File: src/rtl/prng_arbiter.sv
// prng_arbiter: a round-robin arbiter that hands out words from one shared
// 32-bit LFSR. Each grant is combinational, in the same cycle as the request,
// and carries the current LFSR word on rnd_o. After reset or a seed load the
// LFSR steps through a warm-up period before any grant is issued.
//
// state      | meaning
// -----------+-----------------------------------------------------------
// ST_WARMUP  | LFSR steps every cycle while the counter runs down; no grants
// ST_READY   | LFSR holds; it steps once for each grant issued

module prng_arbiter #(
  parameter int          NUM_REQ       = 4,
  parameter logic [31:0] DEFAULT_SEED  = 32'd12403709,
  parameter int          WARMUP_CYCLES = 4
) (
  input  logic               clk_i,
  input  logic               reset_ni,
  input  logic [NUM_REQ-1:0] req_i,
  output logic [NUM_REQ-1:0] gnt_o,
  output logic [31:0]        rnd_o,
  input  logic               seed_we_i,
  input  logic [31:0]        seed_i,
  output logic               busy_o,
  output logic [15:0]        grant_cnt_o
);

  localparam int         PTR_W     = $clog2(NUM_REQ);
  localparam logic [7:0] WARM_INIT = 8'(WARMUP_CYCLES);

  typedef enum logic {ST_WARMUP, ST_READY} state_e;

  state_e             state_q, state_d;
  logic [7:0]         cnt_q, cnt_d;
  logic [31:0]        lfsr_q, lfsr_d;
  logic [PTR_W-1:0]   ptr_q, ptr_d;
  logic [15:0]        grant_cnt_q, grant_cnt_d;

  logic               hit;
  logic [PTR_W-1:0]   hit_idx;
  logic [PTR_W-1:0]   cand;

  // One LFSR step. The shift pushes bit 31 out, and the feedback bit enters at bit 0.
  function automatic logic [31:0] lfsr_step(input logic [31:0] s);
    logic fb;
    fb = s[27] ^ s[23] ^ s[19] ^ s[18] ^ s[15] ^ s[11] ^ s[7] ^ s[4] ^ s[1];
    return (s << 1) | {31'd0, fb};
  endfunction

  // Find the first active requester, searching from ptr and wrapping modulo NUM_REQ.
  always_comb begin
    hit     = 1'b0;
    hit_idx = '0;
    cand    = '0;
    for (int i = 0; i < NUM_REQ; i++) begin
      cand = PTR_W'((int'(ptr_q) + i) % NUM_REQ);
      if (!hit && req_i[cand]) begin
        hit     = 1'b1;
        hit_idx = cand;
      end
    end
  end

  // Next state and outputs. A seed load overrides both the warm-up step and any grant.
  always_comb begin
    state_d     = state_q;
    cnt_d       = cnt_q;
    lfsr_d      = lfsr_q;
    ptr_d       = ptr_q;
    grant_cnt_d = grant_cnt_q;
    gnt_o       = '0;
    rnd_o       = '0;

    if (seed_we_i) begin
      lfsr_d  = (seed_i == 32'd0) ? DEFAULT_SEED : seed_i;
      state_d = ST_WARMUP;
      cnt_d   = WARM_INIT;
    end else begin
      case (state_q)
        ST_WARMUP: begin
          lfsr_d = lfsr_step(lfsr_q);
          if (cnt_q == 8'd1) begin
            state_d = ST_READY;
            cnt_d   = WARM_INIT;
          end else begin
            cnt_d = cnt_q - 8'd1;
          end
        end
        ST_READY: begin
          if (hit) begin
            gnt_o[hit_idx] = 1'b1;
            rnd_o          = lfsr_q;
            lfsr_d         = lfsr_step(lfsr_q);
            ptr_d          = (hit_idx == PTR_W'(NUM_REQ - 1)) ? '0 : hit_idx + PTR_W'(1);
            grant_cnt_d    = grant_cnt_q + 16'd1;
          end
        end
        default: state_d = ST_WARMUP;
      endcase
    end
  end

  // State registers. The asynchronous reset discards any warm-up step or grant in progress.
  always_ff @(posedge clk_i or negedge reset_ni) begin
    if (!reset_ni) begin
      state_q     <= ST_WARMUP;
      cnt_q       <= WARM_INIT;
      lfsr_q      <= DEFAULT_SEED;
      ptr_q       <= '0;
      grant_cnt_q <= '0;
    end else begin
      state_q     <= state_d;
      cnt_q       <= cnt_d;
      lfsr_q      <= lfsr_d;
      ptr_q       <= ptr_d;
      grant_cnt_q <= grant_cnt_d;
    end
  end

  assign busy_o      = (state_q == ST_WARMUP);
  assign grant_cnt_o = grant_cnt_q;

endmodule
File: config.mk
export PLATFORM = sky130hd
export DESIGN_NAME = prng_arbiter
export DESIGN_NICKNAME = d
export VERILOG_FILES = /design/src/rtl/prng_arbiter.sv
export SDC_FILE = /design/constraint.sdc
export NUM_CORES = 1
export LEC_CHECK = 0
export ABC_AREA = 1
export BUFFER_PORTS_ARGS = -buffer_cell sky130_fd_sc_hd__buf_2
export CAP_MARGIN = 20
export CORE_MARGIN = 4
export CORE_UTILIZATION = 50
export DETAILED_ROUTE_END_ITERATION = 6
export PLACE_DENSITY = 0.78
export SYNTH_ARGS = -nofsm -noshare
export SYNTH_HDL_FRONTEND = slang
export SYNTH_SLANG_ARGS = --single-unit
File: constraint.sdc
create_clock -name clk_i -period 2 [get_ports clk_i]
set_input_delay 0.2 -clock clk_i [delete_from_list [all_inputs] [get_ports clk_i]]
set_output_delay 0.2 -clock clk_i [all_outputs]
set_load 0.1 [all_outputs]
* After elaboration in Yosys (flattened, before gate mapping)
Cells that the tools add are included.
** Cells by class
- $add $sub $neg :: 6
- Order comparisons :: 6
- Equality and inequality tests :: 4
- Muxes and demuxes :: 35
- Bitwise gates (word level) :: 11
- Reduce and logical (&&, ||, !) cells :: 9
** Operators with widths (count)
- $mux 32 :: 6
- $pmux 32 s2 :: 1
- $logic_not 32->1 :: 1
- $or 32x1->32 :: 1
- $mux 8 :: 3
- $add 16x1->16 const B :: 1
- $lt 2x3->1 const B :: 5
- $mux 1 :: 12
- $mux 4 :: 3
- $mux 2 :: 5
- $bmux 1 s2 :: 4
- $eq 8x1->1 const B :: 1
- $sub 8x1->8 const B :: 1
- $xor 1x1->1 :: 8
- $add 2x1->2 const B :: 2
- $add 2x2->2 const B :: 2
- $logic_and 1x1->1 :: 4
- $logic_not 1->1 :: 3
- $ne 3x2->1 const B :: 1
- $reduce_and 3->1 :: 1
- $demux 1 s2 :: 1
- $eq 2x2->1 const B :: 1
- $ge 2x1->1 const B :: 1
- $ne 2x2->1 const B :: 1
- $not 1->1 :: 2
** Storage, ports and cells
- Register bits :: 59
- Input bits :: 39
- Word-level logic and storage cells :: 76

* Depth between registers and ports, before layout
- Word-level depth :: 19
- Gate-level depth with buffers :: 14
- Mapped depth without buffers :: 13

* Worst setup path before layout
Ideal clock, no wire load.
- Kind :: reg2out
- Start point :: register ptr_q[0]
- End point :: output gnt_o[1]
- Data arrival time :: 2.812 ns
- Path slack :: -1.012 ns
- Cell stages (with the launch flop) :: 12
- Cell sequence :: dfrtp_1 buf_6 nand2_1 o21ai_1 o21ai_2 nor2_1 o21ai_0 nand3_1 inv_1 ha_1 inv_1 nor2_1
** On the way
- Longest elaborated chain between the ends :: 19
- Elaborated cells on any way between the ends :: 33
** RTL lines
- start: declaration :: line 35 : logic [PTR_W-1:0] ptr_q, ptr_d;
- start signal: assignment :: line 114 : ptr_q <= ptr_d;
- branches (longest 16 deep; another with $lt 2x3->1)
- $mux 4 (*) :: line 89 : if (hit) begin
- $mux 4 (*) :: line 78 : case (state_q)
- $mux 4 (*) :: line 73 : if (seed_we_i) begin
- end: declaration :: line 19 : output logic [NUM_REQ-1:0] gnt_o,
Every way passes the cells marked *. The select of a mux whose other input is x is not followed.

* Final worst setup path
- Start point :: register ptr_q[0]
- End point :: output gnt_o[2]
The elaborated chain is that of the path after synthesis.

==> impl_results.md <==
* Pwr Density at 1190 nW/um^2
* Antenna-violating nets left at 0
* Initial Utilization at 51.6%
* Vias at 4169
* Min cycle time layout at 2.55 ns
* Final period utilization at 127%
* Post-Synth XOR/XNOR Area at 3.93%
* DRT Pass-1 Iters at 7
* Cell accounting for the most synthesized area: dfrtp_1
* Hold violation total from the final report at 0
* Worst setup SP type: flip-flop
* Critical Path AT at 2.35 ns
* Largest family of logic cells by synthesized area: simple AND/OR/NAND/NOR gates
* CP cell instances: inv_6 -> nand2_2 -> nand2_2 -> nand2_2 -> o21ai_4 -> nor2_4 -> nor2_1 -> nand2_2 -> nand3_2 -> buf_4 -> ha_4 -> inv_2 -> nor2_4 -> buf_12
* Synthesized area per cell at 7.24 um^2
* Crit path max-delay cell type: dfrtp_2
* Worst Path Max Fanout at 8
* CP peak stage delay at 0.48 ns
* CTS HTree Levels at 3
* Antenna diode count at 0
* Chip width at 97.6 um
* Count of final setup violators at 38
* 1st-iter DRT viols at 241
* Post-synth top flop: dfrtp_1
* Vias in the first global route at 4144
* Die ar. at 9520 um^2
* Max VDD drop at 0.000506 V
* FF+latch area at 1510 um^2
* Post-synthesis net count at 600
* Yosys cell types at 34
* CP delay by family, top: simple AND/OR/NAND/NOR gates
* Placer Congestion at 0.997
* Initial antenna violation count at 0
* Worst slack, placed at -0.219 ns
* Top cells by area, synth: dfrtp_1 (26%), nand2_1 (13%), dfstp_2 (11%)
* Gate Count Post-Synth at 554
* Synth Area in Adders at 2.18%
* Number of port buffers at 91
* CP most frequent cell: nand2_2
* CP endpoint kind: output port
* Maximum root-to-sink buffer count at 2
* First-pass GRT wire length at 19.6 mm
* Max Clock Skew at 0.0127 ns
* Gr usage total at 25.1%
* Netlist area before placement at 4010 um^2
* Post-synth EDFFs at 0
* Post-Route WL at 12.2 mm
* Mux cell area share after synthesis at 0%
* Register area share after synthesis at 37.3%
* Filler cell count at 519
* Reg clk slew, reported paths at 0.06 ns
* CTS tree: yes
* Power Total at 7110 uW
* Total CTS buffers at 9
* Total Nets Final at 714
* DRC Markers at 2
* Most common cell in the netlist: nand2_1
* Crit Path Class: reg2out
* Avg WL per Cell at 15.7 um
* Fraction of layout cells with a size suffix above 1 at 43.7%
* Pin count of the biggest net entering global routing at 45
* Synthesis-stage register bit count at 59
* Layout Area Growth over Synthesis at 49.4%
* Syn. warnings at 0
* CTS Sinks at 59
* Yosys top cell area share at 26.2%
* Worst path bufs/invs at 4
* Final hold slack at 0.195 ns
* Final worst slack at -0.548 ns
* Slew headroom at 61.7%
* Cell leakage power at 0.00280 uW
* Core Rows at 32
* Status: finished, violations left
* Clock Latency Late Sink at 0.34 ns
* Worst EP required at 1.80 ns
* Hpwl dp at 8.11 mm
* Root Driver: clkbuf_8
* Max_cap viols at 0
* Max-slew violations at 0
* Worst-Margin Slew at 0.575 ns
* Ports at 92
* GRT Residual Overflow at 0
* Post-synthesis compound-gate area fraction at 14.2%
* Fmax at 393 MHz
* Failing checks: design-rule violations, negative setup slack
* DIE HEIGHT at 97.6 um
* Multi-input logic area at 2520 um^2
* Synth cell count leaders: nand2_1 (139), nor2_1 (77), inv_1 (73), dfrtp_1 (42), o21ai_2 (27)
* Post-synth ARST share at 100%
* Worst hold path type: in2reg
* Area of the core at 7770 um^2
* Vias/cell at 5.38
* Unrepaired setup endpoints after global routing: yes
* Post-Synth Simple-Gate Area at 31.3%
kinds of logic after synthesis:
kind of cell	count (synthesis)
XOR/XNOR	18
AND/OR/NAND/NOR	284
adder cells (fa/ha/maj)	7
buffers and inverters	98
flip-flops	59
AO/OA/AOI/OAI	88
layout make-up:
type,count,area share (%)
inverter,76,5.03
multi-input combinational,397,42.0
sequential,59,25.1
clock inverter,3,0.251
timing repair buffer,125,22.9
tap,102,2.13
clock buffer,13,2.48
timing repair:
action                                  CTS  global route
pin swaps                                19            15
hold buffers                              1             0
gates resized for setup                  40            22
endpoints found under the setup margin   47            52
setup buffers                             8             3
endpoints found under the hold margin    11             0
gates cloned                              2             0
routing by layer:
metal	share of wire, %	global-route usage [%]	vias to the layer above
li1	-	-	1965
met1	38	30.5	1946
met2	52	43.9	225
met3	7.1	4.88	33
met4	2.7	9.58	0
met5	0	0	-
worst paths after layout:
| check | startpoint | end | slack, ns | depth (start not counted) |
|---|---|---|---|---|
| setup / recovery | ptr_q[0] | gnt_o[2] | -0.55 | 14 |
| hold / removal | seed_i[12] | lfsr_q[12] | 0.20 | 5 |
| setup reg to reg | ptr_q[0] | grant_cnt_o[7] | -0.01 | 13 |
| hold reg to reg | state_q | cnt_q[1] | 0.47 | 1 |
| max in group asynchronous | reset_ni | lfsr_q[21] | 0.93 | 3 |
| min in group asynchronous | reset_ni | grant_cnt_o[5] | 0.39 | 2 |
registers in the layout (all words and copies together) (netlist names):
register     cells
grant_cnt_o     16
lfsr_q          32
ptr_q            2
state_q          1
cnt_q            8
cell usage in the layout, fill, tap and decap left out, drive strengths merged:
cell type | synthesis | layout
nand3 | 19 | 19
ha | 7 | 7
o21ai | 65 | 65
xnor2 | 6 | 6
o31ai | 1 | 1
dfstp | 17 | 17
nor2 | 79 | 79
xor2 | 12 | 12
clkinv | 1 | 4
nor3 | 3 | 3
nand3b | 1 | 1
dfrtp | 42 | 42
dlygate4sd3 | 0 | 1
nand4 | 10 | 10
buf | 17 | 124
clkbuf | 5 | 13
nand2 | 161 | 161
o21bai | 1 | 1
inv | 75 | 75
o22ai | 19 | 19
a21oi | 2 | 2
or2 | 11 | 11
worst register-to-register path, cell delays in order (launching register included):
cell and delay (ns):
dfrtp_2 0.48, inv_6 0.12, nand2_2 0.11, nand2_2 0.11
nand2_2 0.08, o21ai_4 0.10, buf_6 0.14, nand3_4 0.11
nand2_8 0.17, buf_6 0.16, buf_6 0.11, inv_8 0.06
nand2_1 0.08, nand2_1 0.06
stage by stage:
stage	setup TNS [ns]	instance area [um^2]	instances	util, %
2_1_floorplan	-7.13	4290	554	-
3_5_place_dp	-2.58	5470	745	70.4
4_1_cts	-10.88	5900	772	75.9
3_3_place_gp	-0.224	5470	745	70.4
5_1_grt	-18.81	5990	775	77.2
6_report	-14.10	5990	775	77.2
power by group:
part | total (uW) | leakage, uW | internal (uW) | switching, uW
registers | 1780 | 0.000702 | 1500 | 272
clock network | 927 | 0.0000872 | 478 | 449
logic | 4400 | 0.00201 | 1420 | 2990
Note: power is estimated with default switching activity, not from simulation.
